--- src/rtl/lca_axi_pkg.sv ---
// Shared types and AXI encodings for the LCA read master.
package lca_axi_pkg;

  typedef enum logic [1:0] {
    StIdle,
    StAddr,
    StData
  } rd_state_e;

  localparam logic [1:0] AXI_BURST_INCR  = 2'b01;
  localparam logic [2:0] AXI_SIZE_4B     = 3'b010;
  localparam logic [1:0] AXI_RESP_OKAY   = 2'b00;
  localparam logic [1:0] AXI_RESP_EXOKAY = 2'b01;
  localparam logic [1:0] AXI_RESP_SLVERR = 2'b10;
  localparam logic [1:0] AXI_RESP_DECERR = 2'b11;

  // EXOKAY is flagged too: this master never issues exclusive reads.
  function automatic logic resp_is_err(logic [1:0] resp);
    return (resp == AXI_RESP_EXOKAY) || (resp == AXI_RESP_SLVERR) ||
           (resp == AXI_RESP_DECERR);
  endfunction

endpackage

--- src/rtl/lca_rd_fifo.sv ---
// Synchronous beat FIFO; pointers carry an extra MSB to tell full from empty.
module lca_rd_fifo #(
  parameter int unsigned Width = 33,
  parameter int unsigned Depth = 4
) (
  input  logic             clk_i,
  input  logic             rst_i,
  input  logic             push_i,
  input  logic [Width-1:0] wdata_i,
  input  logic             pop_i,
  output logic [Width-1:0] rdata_o,
  output logic             full_o,
  output logic             empty_o
);

  localparam int unsigned PtrW = $clog2(Depth);

  logic [PtrW:0]      wr_ptr_q, rd_ptr_q;
  logic [Width-1:0]   mem_q [Depth];

  always_ff @(posedge clk_i) begin
    if (rst_i) begin
      wr_ptr_q <= '0;
      rd_ptr_q <= '0;
    end else begin
      if (push_i && !full_o) wr_ptr_q <= wr_ptr_q + 1'b1;
      if (pop_i && !empty_o) rd_ptr_q <= rd_ptr_q + 1'b1;
    end
  end

  always_ff @(posedge clk_i) begin
    if (push_i && !full_o) mem_q[wr_ptr_q[PtrW-1:0]] <= wdata_i;
  end

  assign empty_o = (wr_ptr_q == rd_ptr_q);
  assign full_o  = (wr_ptr_q[PtrW] != rd_ptr_q[PtrW]) &&
                   (wr_ptr_q[PtrW-1:0] == rd_ptr_q[PtrW-1:0]);
  // Zero when empty so the stream output has a defined reset value.
  assign rdata_o = empty_o ? '0 : mem_q[rd_ptr_q[PtrW-1:0]];

endmodule

--- src/rtl/lca_axi_rd_master.sv ---
// Single-command AXI4 INCR burst reader feeding a valid/ready stream through a small FIFO.
// Define LCA_AXI_RD_ERR_EN to get a sticky err_o on non-OKAY read responses.
module lca_axi_rd_master
  import lca_axi_pkg::*;
#(
  parameter int unsigned                AXI_ADDR_WIDTH = 32,
  parameter int unsigned                AXI_DATA_WIDTH = 32,
  parameter int unsigned                AXI_ID_WIDTH   = 2,
  parameter int unsigned                AXI_USER_WIDTH = 1,
  parameter logic [AXI_ID_WIDTH-1:0]    AXI_ID         = 2'b11,
  parameter int unsigned                FIFO_DEPTH     = 4
) (
  input  logic                        clk_i,
  input  logic                        rst_i,
  input  logic                        cmd_valid_i,
  output logic                        cmd_ready_o,
  input  logic [AXI_ADDR_WIDTH-1:0]   cmd_addr_i,
  input  logic [7:0]                  cmd_len_i,
  output logic                        data_valid_o,
  input  logic                        data_ready_i,
  output logic [AXI_DATA_WIDTH-1:0]   data_o,
  output logic                        data_last_o,
  output logic                        ar_valid_o,
  input  logic                        ar_ready_i,
  output logic [AXI_ADDR_WIDTH-1:0]   ar_addr_o,
  output logic [7:0]                  ar_len_o,
  output logic [2:0]                  ar_size_o,
  output logic [1:0]                  ar_burst_o,
  output logic [AXI_ID_WIDTH-1:0]     ar_id_o,
  output logic [2:0]                  ar_prot_o,
  output logic [3:0]                  ar_cache_o,
  output logic                        ar_lock_o,
  output logic [3:0]                  ar_qos_o,
  output logic [3:0]                  ar_region_o,
  output logic [AXI_USER_WIDTH-1:0]   ar_user_o,
  input  logic                        r_valid_i,
  output logic                        r_ready_o,
  input  logic [AXI_DATA_WIDTH-1:0]   r_data_i,
  input  logic [1:0]                  r_resp_i,
  input  logic                        r_last_i,
  input  logic [AXI_ID_WIDTH-1:0]     r_id_i,
  input  logic [AXI_USER_WIDTH-1:0]   r_user_i,
  output logic                        aw_valid_o,
  input  logic                        aw_ready_i,
  output logic [AXI_ADDR_WIDTH-1:0]   aw_addr_o,
  output logic [7:0]                  aw_len_o,
  output logic [2:0]                  aw_size_o,
  output logic [1:0]                  aw_burst_o,
  output logic [AXI_ID_WIDTH-1:0]     aw_id_o,
  output logic [2:0]                  aw_prot_o,
  output logic [3:0]                  aw_cache_o,
  output logic                        aw_lock_o,
  output logic [3:0]                  aw_qos_o,
  output logic [3:0]                  aw_region_o,
  output logic [AXI_USER_WIDTH-1:0]   aw_user_o,
  output logic                        w_valid_o,
  input  logic                        w_ready_i,
  output logic [AXI_DATA_WIDTH-1:0]   w_data_o,
  output logic [AXI_DATA_WIDTH/8-1:0] w_strb_o,
  output logic                        w_last_o,
  output logic [AXI_USER_WIDTH-1:0]   w_user_o,
  input  logic                        b_valid_i,
  output logic                        b_ready_o,
  input  logic [1:0]                  b_resp_i,
  input  logic [AXI_ID_WIDTH-1:0]     b_id_i,
  input  logic [AXI_USER_WIDTH-1:0]   b_user_i,
  output logic                        busy_o,
  output logic                        err_o
);

  rd_state_e                 state_q;
  logic                      cmd_ready_q, ar_valid_q;
  logic [AXI_ADDR_WIDTH-1:0] addr_q;
  logic [7:0]                len_q;
  logic                      cmd_accept, r_push, fifo_full, fifo_empty;

  assign cmd_accept = (state_q == StIdle) && cmd_valid_i && cmd_ready_q;
  assign r_push     = r_valid_i && r_ready_o;

  always_ff @(posedge clk_i) begin
    if (rst_i) begin
      state_q     <= StIdle;
      cmd_ready_q <= 1'b0;
      ar_valid_q  <= 1'b0;
      addr_q      <= '0;
      len_q       <= '0;
    end else begin
      unique case (state_q)
        StIdle: begin
          cmd_ready_q <= 1'b1;
          if (cmd_accept) begin
            addr_q      <= {cmd_addr_i[AXI_ADDR_WIDTH-1:2], 2'b00};
            len_q       <= cmd_len_i;
            cmd_ready_q <= 1'b0;
            ar_valid_q  <= 1'b1;
            state_q     <= StAddr;
          end
        end
        StAddr: begin
          if (ar_ready_i) begin
            ar_valid_q <= 1'b0;
            state_q    <= StData;
          end
        end
        StData: begin
          if (r_push && r_last_i) begin
            cmd_ready_q <= 1'b1;
            state_q     <= StIdle;
          end
        end
        default: state_q <= StIdle;
      endcase
    end
  end

  // Ready depends only on full, so a pop from full never admits a push that cycle.
  assign r_ready_o = (state_q == StData) && !fifo_full;

  lca_rd_fifo #(
    .Width (AXI_DATA_WIDTH + 1),
    .Depth (FIFO_DEPTH)
  ) u_fifo (
    .clk_i   (clk_i),
    .rst_i   (rst_i),
    .push_i  (r_push),
    .wdata_i ({r_data_i, r_last_i}),
    .pop_i   (data_ready_i),
    .rdata_o ({data_o, data_last_o}),
    .full_o  (fifo_full),
    .empty_o (fifo_empty)
  );

  assign data_valid_o = !fifo_empty;
  assign cmd_ready_o  = cmd_ready_q;
  assign busy_o       = (state_q != StIdle) || !fifo_empty;

  assign ar_valid_o  = ar_valid_q;
  assign ar_addr_o   = addr_q;
  assign ar_len_o    = len_q;
  assign ar_size_o   = AXI_SIZE_4B;
  assign ar_burst_o  = AXI_BURST_INCR;
  assign ar_id_o     = AXI_ID;
  assign ar_prot_o   = '0;
  assign ar_cache_o  = '0;
  assign ar_lock_o   = 1'b0;
  assign ar_qos_o    = '0;
  assign ar_region_o = '0;
  assign ar_user_o   = '0;

  assign aw_valid_o  = 1'b0;
  assign aw_addr_o   = '0;
  assign aw_len_o    = '0;
  assign aw_size_o   = '0;
  assign aw_burst_o  = '0;
  assign aw_id_o     = '0;
  assign aw_prot_o   = '0;
  assign aw_cache_o  = '0;
  assign aw_lock_o   = 1'b0;
  assign aw_qos_o    = '0;
  assign aw_region_o = '0;
  assign aw_user_o   = '0;
  assign w_valid_o   = 1'b0;
  assign w_data_o    = '0;
  assign w_strb_o    = '0;
  assign w_last_o    = 1'b0;
  assign w_user_o    = '0;
  assign b_ready_o   = 1'b1;

`ifdef LCA_AXI_RD_ERR_EN
  logic err_q;

  always_ff @(posedge clk_i) begin
    if (rst_i) begin
      err_q <= 1'b0;
    end else if (cmd_accept) begin
      err_q <= 1'b0;
    end else if (r_push && resp_is_err(r_resp_i)) begin
      err_q <= 1'b1;
    end
  end

  assign err_o = err_q;

  logic unused_inputs;
  assign unused_inputs = ^{cmd_addr_i[1:0], r_id_i, r_user_i, aw_ready_i, w_ready_i,
                           b_valid_i, b_resp_i, b_id_i, b_user_i};
`else
  assign err_o = 1'b0;

  logic unused_inputs;
  assign unused_inputs = ^{cmd_addr_i[1:0], r_id_i, r_user_i, r_resp_i, aw_ready_i,
                           w_ready_i, b_valid_i, b_resp_i, b_id_i, b_user_i};
`endif

endmodule

--- config.mk ---
export PLATFORM = sky130hd
export DESIGN_NAME = lca_axi_rd_master
export DESIGN_NICKNAME = d
export VERILOG_FILES = /design/src/rtl/lca_axi_pkg.sv /design/src/rtl/lca_rd_fifo.sv /design/src/rtl/lca_axi_rd_master.sv
export SDC_FILE = /design/constraint.sdc
export NUM_CORES = 1
export LEC_CHECK = 0
export BUFFER_PORTS_ARGS = -buffer_cell sky130_fd_sc_hd__buf_4
export CORE_AREA = 2 2 156 158
export CTS_CLUSTER_SIZE = 8
export DETAILED_ROUTE_END_ITERATION = 7
export DIE_AREA = 0 0 158 160
export MAX_ROUTING_LAYER = met4
export PLACE_DENSITY = 0.6
export REMOVE_ABC_BUFFERS = 1
export SLEW_MARGIN = 20
export SYNTH_ARGS = -nofsm -noshare
export SYNTH_HDL_FRONTEND = slang
export SYNTH_SLANG_ARGS = --single-unit
--- constraint.sdc ---
create_clock -name clk_i -period 3.14 [get_ports clk_i]
set_clock_uncertainty 0.1 [all_clocks]
set_input_delay 0.785 -clock clk_i [delete_from_list [all_inputs] [get_ports clk_i]]
set_output_delay 0.785 -clock clk_i [all_outputs]
set_load 0.02 [all_outputs]
==> summary.md <==
| Metric | Value |
|---|---|
| Crit path to | `data_o[6]` |
| Worst rel slew slack | `about 54%` |
| GP Congestion | `roughly 0.74` |
| Pin count of the biggest net entering global routing | `56` |
| CTS tree | `yes` |
| Async SR Flop Fraction | `0%` |
| Worst r2r src | `state_q[1]` |
| Cts bufs inserted | `17` |
| Synth unique cells | `between 40 and 50` |
| Warnings from Yosys | `0` |
| Gr usage total | `between 10% and 20%` |
| Layout cells sized above 1 | `35.91%` |
| Die ar. | `approximately 25,000 sq um` |
| Skew-Pair Late Insertion Delay | `0.41 ns` |
| Cell area power density | `about 600 nW/um^2` |
| RSZ-0062 raised after global routing | `false` |
| Worst Max-Slew Pin Slew | `0.6886 ns` |
| Initial antenna violation count | `0` |
| Post-CTS setup buffers | `0` |
| Worst-path clk slew | `approximately 0.080 ns` |
| Htree depth | `4` |
| Highest clock rate | `about 330 MHz` |
| Total clock sinks | `about 180` |
| CP required | `about 2.3 ns` |
| Seq/Total Area, Yosys | `61.37%` |
| CP startpoint | `u_fifo.wr_ptr_q[2]` |
| Die extent in x | `around 160 microns` |
| Row cnt | `57` |
| Post-synth EDFFs | `132` |
| Final nets | `833` |
| First drt pass iteration count | `4` |
| Final Max Slew Viols | `0` |
| Initial detailed-routing violation count | `around 160` |
| HP Class | `register to register` |
| Leak pwr | `approximately 3.8 nW` |
| Final min period | `between 3 and 4 ns` |
| Critical path startpoint category | `register` |
| Cells after Synth | `roughly 580` |
| Worst Setup End Kind | `output pin` |
| Final hold viol count | `0` |
| Remaining DRCs | `0` |
| Worst R2R Path Depth | `4` |
| Input/output buffers | `152` |
| R2r endpoint | `u_fifo.mem_q[2][30]` |
| GRT overflow | `0` |
| Vias | `approximately 4,400` |
| Setup TNS | `0 ns` |
| Post-Route WL | `15.45 mm` |
| Area delta synth->final | `20.86%` |
| Clock Path Buffers | `2` |
| Top cells by area, synth | `edfxtp_1, dfxtp_1, buf_4, mux4_2, nand2_1` |
| CTS Hold Bufs | `0` |
| Starting Density | `between 30% and 40%` |
| Global-route wire length before repair | `23.03 mm` |
| Core ar. | `23,820 sq um` |
| Avg Cell Area, Syn | `approximately 14 sq um` |
| CP max FO | `35` |
| # placed instances | `between 1,000 and 1,500` |
| I/O pin count | `300` |
| Critical path arrival | `approximately 2.2 ns` |
| Fin cells | `1,073` |
| Fin util | `roughly two fifths` |
| R2r setup slk | `about 0.80 ns` |
| Remaining antenna violation count | `0` |
| Diode count | `0` |
| Vias per cell | `between 4 and 5` |
| Period Utilization, post-route | `96.84%` |
| Synth area leader | `edfxtp_1` |
| WL per Instance | `approximately 14 microns` |
| Worst VDD drop | `0.0004446 V` |
| Worst hold stages | `2` |
| Outcome | `complete, no violations` |
| DP HPWL | `around 9.8 mm` |
| Die H | `160 microns` |
| Yosys reg bits | `182` |
| Share of the synthesized area in the top cell type | `between 40% and 50%` |
| Mapped Area | `~8100 sq um` |
| Top FF cell, synth | `edfxtp_1` |
| Critical path type | `register to output pin` |
| Number of global-route vias before repair | `4,306` |
| Max_cap viols | `0` |
| Endpoints failing setup | `0` |
| Clk root buf | `clkbuf_16` |
[flip-flops by register name (all words and copies together) (netlist names), named ones only]
register / count
u_fifo.mem_q: 132
cmd_ready_o: 1
u_fifo.rd_ptr_q: 3
ar_addr_o: 30
ar_valid_o: 1
u_fifo.wr_ptr_q: 3
ar_len_o: 8
state_q: 2
[placed cells by master (no fill, tap or decap), drive strengths merged, types with 2 or more instances in the layout]
| master | instances |
|---|---|
| clkbuf | 18 |
| mux4 | 33 |
| mux2 | 4 |
| a21oi | 40 |
| and2 | 36 |
| mux2i | 2 |
| edfxtp | 132 |
| xnor2 | 2 |
| nor2b | 3 |
| clkinvlp | 2 |
| a31oi | 2 |
| nor2 | 7 |
| clkinv | 3 |
| dfxtp | 50 |
| ha | 5 |
| xor2 | 3 |
| inv | 13 |
| buf | 162 |
| nand2b | 5 |
| conb | 132 |
| nand2 | 77 |
| nor4bb | 2 |
[power breakdown]
part,switching (mW),internal [mW],total [mW]
combinational,0.625,0.477,1.10
sequential,0.0322,2.61,2.65
clock,0.991,1.14,2.13
[layout make-up]
type | count | area [sq um]
Fill cell | 2267 | 14040
Sequential cell | 182 | 4967
Multi-Input combinational cell | 368 | 2505
Timing Repair Buffer | 162 | 1295
Clock buffer | 18 | 429.2
Tap cell | 324 | 405.4
Clock inverter | 14 | 157.7
Inverter | 5 | 18.77
[synth_stat cells (2+ instances only)]
library cell,instances
buf_1,3
dfxtp_1,50
buf_4,132
clkbuf_1,9
xor2_1,2
inv_1,5
buf_6,4
nor2_1,7
mux2i_1,2
conb_1,2
edfxtp_1,132
buf_2,11
a21oi_1,40
nand2_1,77
and2_1,7
a31oi_1,2
nor4bb_1,2
mux2_2,3
nand2b_1,5
xnor2_1,2
and2_4,29
nor2b_1,3
mux4_2,33
ha_1,5
[per-stage QoR]
step	setup WS (ns)	hold slack, ns	area, sq um	total power, mW
2_1_floorplan	-1.031	0.3816	7442	3.388
3_3_place_gp	0.3984	0.3426	9176	3.812
3_5_place_dp	0.4069	0.3466	9176	3.815
4_1_cts	0.05682	0.3569	9767	5.965
5_1_grt	0.001517	0.3766	9778	6.127
6_report	0.09935	0.3561	9778	5.877
[worst min-delay path by stage]
stage / start / endpoint / slack [ns]
after floorplan: state_q[1] / state_q[0] / 0.38
after detailed placement: ar_len_o[4] / ar_len_o[4] / 0.35
after CTS: ar_addr_o[20] / ar_addr_o[20] / 0.36
final: ar_len_o[4] / ar_len_o[4] / 0.36
after global routing: ar_len_o[6] / ar_len_o[6] / 0.38
after global placement: ar_addr_o[5] / ar_addr_o[5] / 0.34
[cell families after synthesis]
| kind of cell | synth area share [%] |
|---|---|
| AO/OA/AOI/OAI | 3.789 |
| buffers and inverters | 14.27 |
| multiplexers | 9.991 |
| other | 0.09283 |
| XOR/XNOR | 0.6342 |
| flip-flops | 61.37 |
| adder cells (fa/ha/maj) | 0.7733 |
| AND/OR/NAND/NOR | 9.078 |
[worst max-delay path, stage by stage, from the launching register on]
cell and delay, ns:
dfxtp_1 0.45, xor2_4 0.17, or3_2 0.54, buf_6 0.24, and2_4 0.19, buf_4 0.15
[timing repair]
action | 4_1_cts | 5_1_grt
resized for setup | 1 | 1
cloned | 0 | 0
endpoints found under the setup margin | 33 | 7
[metal layers]
metal  wire [microns]  track usage (%)  up-vias
met3             1120            3.664        8
met5                0                -        -
li1                 -                -     2092
met4              131            3.071        0
met1             6504            15.53     2182
met2             7693            19.82      157
No activity file was read; power rests on OpenSTA's default activity.
